`config.mk`:
```
export PLATFORM = sky130hd
export DESIGN_NAME = wb_sched
export DESIGN_NICKNAME = d
export VERILOG_FILES = /design/src/rtl/wb_sched.sv
export SDC_FILE = /design/constraint.sdc
export NUM_CORES = 1
export LEC_CHECK = 0
export CAP_MARGIN = 30
export CORE_MARGIN = 2
export CORE_UTILIZATION = 50
export CTS_CLUSTER_SIZE = 10
export DETAILED_ROUTE_END_ITERATION = 8
export PLACE_DENSITY = 0.77
export SYNTH_ARGS = -nofsm -noshare
export SYNTH_HDL_FRONTEND = slang
export SYNTH_SLANG_ARGS = --single-unit
```
`constraint.sdc`:
```
create_clock -name clk_i -period 5.5 [get_ports clk_i]
set_input_delay 1.1 -clock clk_i [delete_from_list [all_inputs] [get_ports clk_i]]
set_output_delay 1.1 -clock clk_i [all_outputs]
set_load 0.01 [all_outputs]
```
`src/rtl/wb_sched.sv`:
```
// rtl/wb_sched.sv - writeback slot scheduler with hazard detection (optional bypass: WB_SCHED_BYPASS_EN)
//
// slot k holds the instruction that writes back k cycles from now; slot 0 is
// the current writeback. An instruction of latency L lands in slot L-1, so it
// reaches wb_valid_o exactly L cycles after issue.
module wb_sched #(
  parameter int MAX_STAGES = 4,
  parameter int LAT_W      = $clog2(MAX_STAGES + 1)
) (
  input  logic             clk_i,
  input  logic             rst_i,
  input  logic             issue_valid_i,
  input  logic [LAT_W-1:0] issue_lat_i,
  input  logic [4:0]       rs1_i,
  input  logic [4:0]       rs2_i,
  input  logic [4:0]       rd_i,
  input  logic             rd_we_i,
  input  logic             flush_i,
  output logic             issue_ready_o,
  output logic             stall_struct_o,
  output logic             stall_raw_o,
  output logic             stall_waw_o,
  output logic             lat_err_o,
  output logic             wb_valid_o,
  output logic [4:0]       wb_rd_o,
  output logic             bypass_rs1_o,
  output logic             bypass_rs2_o,
  output logic [LAT_W-1:0] occupancy_o
);

  logic [MAX_STAGES-1:0] slot_valid_q, slot_valid_d;
  logic [MAX_STAGES-1:0] slot_we_q, slot_we_d;
  logic [4:0]            slot_rd_q [MAX_STAGES];
  logic [4:0]            slot_rd_d [MAX_STAGES];

  logic lat_ok;
  logic struct_hit;
  logic raw_hit;
  logic waw_hit;
  logic issue_fire;
  logic [LAT_W-1:0] occ_cnt;
`ifdef WB_SCHED_BYPASS_EN
  logic byp1_hit;
  logic byp2_hit;
`endif

  assign lat_ok    = (issue_lat_i != '0) && (issue_lat_i <= LAT_W'(MAX_STAGES));
  assign lat_err_o = issue_valid_i & ~lat_ok;

  // Hazard scan: every slot is compared against the presented instruction.
  always_comb begin
    struct_hit = 1'b0;
    raw_hit    = 1'b0;
    waw_hit    = 1'b0;
`ifdef WB_SCHED_BYPASS_EN
    byp1_hit   = 1'b0;
    byp2_hit   = 1'b0;
`endif
    for (int k = 0; k < MAX_STAGES; k++) begin
      // Slot L shifts into slot L-1 at the next edge, exactly where the new entry goes.
      if (slot_valid_q[k] && (LAT_W'(k) == issue_lat_i)) begin
        struct_hit = 1'b1;
      end
      if (slot_valid_q[k] && slot_we_q[k] && (slot_rd_q[k] != 5'd0)) begin
        // An older write at or after the new one's writeback would overwrite it.
        if (rd_we_i && (rd_i == slot_rd_q[k]) && (LAT_W'(k) >= issue_lat_i)) begin
          waw_hit = 1'b1;
        end
        if ((rs1_i == slot_rd_q[k]) || (rs2_i == slot_rd_q[k])) begin
`ifdef WB_SCHED_BYPASS_EN
          // Slot 0 is being written back this cycle, so its value is forwarded.
          if (k == 0) begin
            byp1_hit = (rs1_i == slot_rd_q[k]);
            byp2_hit = (rs2_i == slot_rd_q[k]);
          end else begin
            raw_hit = 1'b1;
          end
`else
          raw_hit = 1'b1;
`endif
        end
      end
    end
  end

  assign stall_struct_o = issue_valid_i & struct_hit;
  assign stall_raw_o    = issue_valid_i & raw_hit;
  assign stall_waw_o    = issue_valid_i & waw_hit;

`ifdef WB_SCHED_BYPASS_EN
  assign bypass_rs1_o = byp1_hit;
  assign bypass_rs2_o = byp2_hit;
`else
  assign bypass_rs1_o = 1'b0;
  assign bypass_rs2_o = 1'b0;
`endif

  assign issue_ready_o = ~rst_i & ~flush_i & ~lat_err_o & ~stall_struct_o
                       & ~stall_raw_o & ~stall_waw_o;
  assign issue_fire    = issue_valid_i & issue_ready_o;

  // Next slot contents: shift toward writeback, then drop in the accepted issue.
  always_comb begin
    for (int k = 0; k < MAX_STAGES - 1; k++) begin
      slot_valid_d[k] = slot_valid_q[k+1];
      slot_we_d[k]    = slot_we_q[k+1];
      slot_rd_d[k]    = slot_rd_q[k+1];
    end
    slot_valid_d[MAX_STAGES-1] = 1'b0;
    slot_we_d[MAX_STAGES-1]    = 1'b0;
    slot_rd_d[MAX_STAGES-1]    = 5'd0;
    if (issue_fire) begin
      for (int k = 0; k < MAX_STAGES; k++) begin
        if (LAT_W'(k + 1) == issue_lat_i) begin
          slot_valid_d[k] = 1'b1;
          slot_we_d[k]    = rd_we_i;
          slot_rd_d[k]    = rd_i;
        end
      end
    end
  end

  // Slot registers; reset and flush both discard everything in flight.
  always_ff @(posedge clk_i) begin
    if (rst_i || flush_i) begin
      slot_valid_q <= '0;
      slot_we_q    <= '0;
      for (int k = 0; k < MAX_STAGES; k++) begin
        slot_rd_q[k] <= 5'd0;
      end
    end else begin
      slot_valid_q <= slot_valid_d;
      slot_we_q    <= slot_we_d;
      for (int k = 0; k < MAX_STAGES; k++) begin
        slot_rd_q[k] <= slot_rd_d[k];
      end
    end
  end

  // Population count of occupied slots.
  always_comb begin
    occ_cnt = '0;
    for (int k = 0; k < MAX_STAGES; k++) begin
      occ_cnt = occ_cnt + LAT_W'(slot_valid_q[k]);
    end
  end

  assign occupancy_o = occ_cnt;
  assign wb_valid_o  = slot_valid_q[0];
  assign wb_rd_o     = slot_rd_q[0];

endmodule

```
# After elaboration in Yosys (flattened, before gate mapping)

Memories as Yosys holds them, arrays and structs flattened.
Cells that the tools add are included.

Reductions and logical operators: 34
$lt $le $gt $ge: 5
Muxes and demuxes: 41
Eq/ne operators: 16
Bitwise gates (word level): 23
Add/subtract/negate cells: 3

Operator list:

| operator             | number |
|---|---|
| $eq A5 B5 Y1         | 12 |
| $mux W5              | 8 |
| $mux W1              | 30 |
| $logic_and A1 B1 Y1  | 21 |
| $mux W20             | 1 |
| $reduce_bool A5 Y1   | 4 |
| $and A1 B1 Y1        | 10 |
| $not A1 Y1           | 9 |
| $eq A2 B3 Y1 const A | 2 |
| $ge A1 B3 Y1 const A | 2 |
| $ge A2 B3 Y1 const A | 2 |
| $mux W3              | 2 |
| $logic_or A1 B1 Y1   | 5 |
| $or A1 B1 Y1         | 4 |
| $add A2 B1 Y3        | 1 |
| $add A3 B1 Y3        | 1 |
| $eq A1 B3 Y1 const A | 1 |
| $eq A3 B3 Y1 const A | 1 |
| $le A3 B3 Y1 const B | 1 |
| $logic_not A3 Y1     | 1 |
| $reduce_bool A3 Y1   | 1 |
| $reduce_or A3 Y1     | 1 |
| $add A1 B1 Y2        | 1 |
| $reduce_or A2 Y1     | 1 |

Register bits: 8
Input port bits: 23
Memories kept: 1
Memory bits (writable): 20

Memory list:

| memory    | depth | bits a word | read ports | clocked after Yosys merged registers in | wr ports | RTL line | source |
|---|---|---|---|---|---|---|---|
| slot_rd_q | 4     | 5           | 4          | 0                                       | 4        | 33       | `logic [4:0] slot_rd_q [MAX_STAGES];` |

# Longest topological paths before layout

An unclocked memory read counts as a cell.

Word-level depth: 18
Mapped depth: 9

# Worst setup path after synthesis

OpenSTA, ideal clock, no wires.

Kind: input -> output
From: input port issue_lat_i[0]
To: output port issue_ready_o
Data arrival time: 2.198 ns
Buffers on the path: 1
Path slack: 2.202 ns
Stages on the path: 6
Cell sequence: buf_2 mux4_2 nand2b_1 nand3_1 o21ai_0 and2_1

Cells in the longest elaborated chain, start to end: 13
Elaborated cells between the ends (all ways): 42

Ends and longest elaborated chain:

| element             | RTL line | source |
|---|---|---|
| start, declared     | 13       | `input logic [LAT_W-1:0] issue_lat_i,` |
| $ge A1 B3 Y1        | 66       | `if (rd_we_i && (rd_i == slot_rd_q[k]) && (LAT_W'(k) >= issue_lat_i)) begin` |
| $logic_and A1 B1 Y1 | 66       |  |
| $mux W1             | 66       |  |
| $mux W1             | 64       | `if (slot_valid_q[k] && slot_we_q[k] && (slot_rd_q[k] != 5'd0)) begin` |
| $mux W1             | 66       |  |
| $mux W1             | 64       |  |
| $mux W1             | 66       |  |
| $mux W1             | 64       |  |
| $mux W1             | 66       |  |
| $mux W1             | 64       |  |
| $and A1 B1 Y1       | 88       | `assign stall_waw_o = issue_valid_i & waw_hit;` |
| $not A1 Y1          | 99       | `& ~stall_raw_o & ~stall_waw_o;` |
| $and A1 B1 Y1 (*)   | 99       |  |
| end, declared       | 19       | `output logic issue_ready_o,` |

Every way passes the cells marked *; elsewhere a longest branch is shown, timed or not.

# Worst setup path after layout

From: input port rd_i[4]
To: output port issue_ready_o

Cells in the longest elaborated chain, start to end: 14
Elaborated cells between the ends (all ways): 23

Ends and longest elaborated chain:

| element                           | RTL line | source |
|---|---|---|
| start, declared                   | 16       | `input logic [4:0] rd_i,` |
| $eq A5 B5 Y1                      | 66       |  |
| $logic_and A1 B1 Y1 (2 in series) | 66       |  |
| $mux W1                           | 66       |  |
| $mux W1                           | 64       |  |
| $mux W1                           | 66       |  |
| $mux W1                           | 64       |  |
| $mux W1                           | 66       |  |
| $mux W1                           | 64       |  |
| $mux W1                           | 66       |  |
| $mux W1 (*)                       | 64       |  |
| $and A1 B1 Y1 (*)                 | 88       |  |
| $not A1 Y1 (*)                    | 99       |  |
| $and A1 B1 Y1 (*)                 | 99       |  |

Marks and branches as above.

==> results_dict.tcl <==
set metrics [dict create \
    final_area_mm2 0.002411 \
    irDropWorstVdd_uv 113.1 \
    overflow 0 \
    routed_wl_um 4670 \
    critical_path.top_delay_family "buffers and inverters" \
    cts_buffer_depth 2 \
    cts_tree "built" \
    die_w_um 68.84 \
    async_reset_ff_share_pct 0 \
    setup-tns-final_ns 0 \
    critPathSlowestCell "clkdlybuf4s50_1" \
    layout-drive-gt1-share_pct 5.058 \
    synthCells 250 \
    cp.arrival_ns 3.29 \
    root_buffer "clkbuf_8" \
    yosys.area_share.xor_xnor_pct 25.00 \
    setup_viol 0 \
    status "completed" \
    finalHoldViolCount 0 \
    dieArea_mm2 0.004739 \
    placedCellCount 303 \
    diodes 0 \
    skew_ns 0.003092 \
    cts_num_sinks 28 \
    vias 1686 \
    cp_data_required_time_ns 4.40 \
    path_cells "clkdlybuf4s50_1, xor2_1, nor4_1, a32oi_1, nand3_1, o21ai_0, and2_1, clkdlybuf4s50_1" \
    min_path_type "reg -> reg" \
    maxCapViolations 0 \
    rsz0062_at_grt "false" \
    endpoint_kind "primary output" \
    clock_latency_ns 0.27 \
    final_cells 307 \
    slowest_delay_ns 0.57 \
    synth-compound-area-share_pct 7.262 \
    yosysSeqAreaShare_pct 26.67 \
    synth_seq_cells 28 \
    port_buffers 36 \
    drc 0 \
    start_kind "input pin" \
    grt_max_degree 27 \
    post_cts_buffers 0 \
    reg2reg_slack_ns 3.06 \
    final_nets 284 \
    worst-path-buf-inv 2 \
    dpl_cell_area_mm2 0.002356 \
    fmax_ghz 0.2277 \
    rows 23 \
    synth_warnings 0 \
    synth_edf_count 0 \
    drtIter0Drc 92 \
    synth_commonest_cells "xnor2_1 (45), nand2_1 (32), dfxtp_1 (28), clkbuf_1 (21), mux2i_1 (18)" \
    crit_fanout 6 \
    cts_made_buffers 3 \
    synth_top_cell_area_share_pct 26.67 \
    crit_path_start "rd_i[4]" \
    cts_resized 0 \
    p_leak_nw 0.9214 \
    synth_top_family_by_area "XOR/XNOR gates" \
    ctsHtreeMaxLevel 1 \
    clk_pin_slew_worst_paths_ns 0.09 \
    syn_to_final_growth_pct 14.70 \
    netlist_area_mm2 0.002102 \
    place_congestion 0.9589 \
    cp_common_cell "clkdlybuf4s50_1" \
    cp.depth 8 \
    yosysMostFrequentCell "xnor2_1" \
    yosys-top-cells-area "dfxtp_1 (27%), xnor2_1 (19%), mux2i_1 (8.6%)" \
    power_per_cell_area_mw_per_mm2 165.5 \
    synth_ff_type "dfxtp_1" \
    core_mm2 0.004029 \
    critical_path_class "in -> out" \
    yosys.cell_types.count 40 \
    synth-simple-area-share_pct 19.64 \
    antenna_found_initial 0 \
    hpwl_um 3702 \
    die_h_um 68.84 \
    post-synth-top-area-cell "dfxtp_1" \
    fin_crit_sh_pct 79.83 \
    avgSynthCellArea_um2 8.408 \
    via_per_inst 5.492 \
    synthAdderAreaFrac_pct 2.143 \
    totalPowerFinal_uw 399.0 \
    min_period_ns 4.391 \
    endpoint "issue_ready_o" \
    pin_count 39 \
    timing.rr.start "slot_rd_q[0][1]" \
    start_util_pct 52.17 \
    ctsHoldBuffers 0 \
    grt_pass1_wl_um 7272 \
    wl_per_cell_um 15.21 \
    muxShareOfSynthArea_pct 9.643 \
    fillers 350 \
    grt_pass1_vias 1480 \
    r2r_end "slot_rd_q[0][13]" \
    r2r_cells 6 \
    grt_usage_pct 21.26 \
    slew_violations 0 \
    drtPass1Iterations 4 \
    detail-route-antenna-nets 0 \
]
## how the worst min path moves through the flow
stage	endpoint	startpoint	slack [ns]	cells past startpoint
after detailed placement	slot_we_q[1]	slot_we_q[2]	0.46	2
final	slot_we_q[1]	slot_we_q[2]	0.47	2
after global routing	slot_we_q[1]	slot_we_q[2]	0.50	2
after global placement	slot_we_q[1]	slot_we_q[2]	0.45	2
after floorplan	slot_we_q[1]	slot_we_q[2]	0.44	2
after CTS	slot_we_q[1]	slot_we_q[2]	0.47	2
## worst min-delay path, cell delays in order (launching register included)
cell and delay, ns:
dfxtp_1 0.33, nand2_1 0.05, mux2i_1 0.05
## through the flow
stage	hold slack (ns)	setup slack, ns	util (%)
global route	0.5027	0.9261	59.84
finish	0.4725	1.109	59.84
global placement	0.4476	1.165	58.48
detailed placement	0.4562	1.162	58.48
floorplan	0.4352	2.202	-
CTS	0.4710	1.163	59.84
## per-layer routing
layer	track usage, %	share of wire, %	wire length (µm)
met2	35.22	46	2134
met4	6.618	0.86	40
met3	1.461	6.6	307
met1	29.58	47	2187
met5	0	0	0
## registers in the layout (all words and copies together), names as in the netlist
register      count
slot_rd_q        20
slot_we_q         4
slot_valid_q      4
## kinds of logic after synthesis
kind of cell	Yosys count
buffers and inverters	40
other	1
xor gates and xnor gates	60
AOI/OAI and AO/OA	19
muxes	19
adders and majority gates	3
and+or+nand+nor	80
DFF	28
## area by class of cell
class | instances | area [µm²] | share of cell area (%)
sequential | 28 | 560.5 | 23.25
multi-input combinational | 183 | 1346 | 55.84
clock buffer | 4 | 55.05 | 2.283
inverter | 5 | 18.77 | 0.7784
tap | 50 | 62.56 | 2.595
timing repair buffer | 37 | 367.9 | 15.26
## report_power, final
part,switching (mW),internal [mW],leakage [nW]
combinational,0.0332,0.0365,0.667
sequential,0.00126,0.203,0.226
clock,0.0607,0.0640,0.0288
## layout by cell type (no fill, tap or decap), types with 3 or more instances in the layout
| cell type | count |
|---|---|
| and2_1 | 8 |
| and3_1 | 3 |
| clkbuf_8 | 4 |
| clkdlybuf4s50_1 | 36 |
| dfxtp_1 | 28 |
| inv_1 | 5 |
| mux2i_1 | 18 |
| nand2_1 | 32 |
| nand3_1 | 11 |
| nor2_1 | 5 |
| nor4_1 | 5 |
| o22ai_1 | 4 |
| o311a_1 | 4 |
| or3_1 | 5 |
| xnor2_1 | 45 |
| xor2_1 | 15 |
Note: power is estimated with default switching activity, not from simulation.
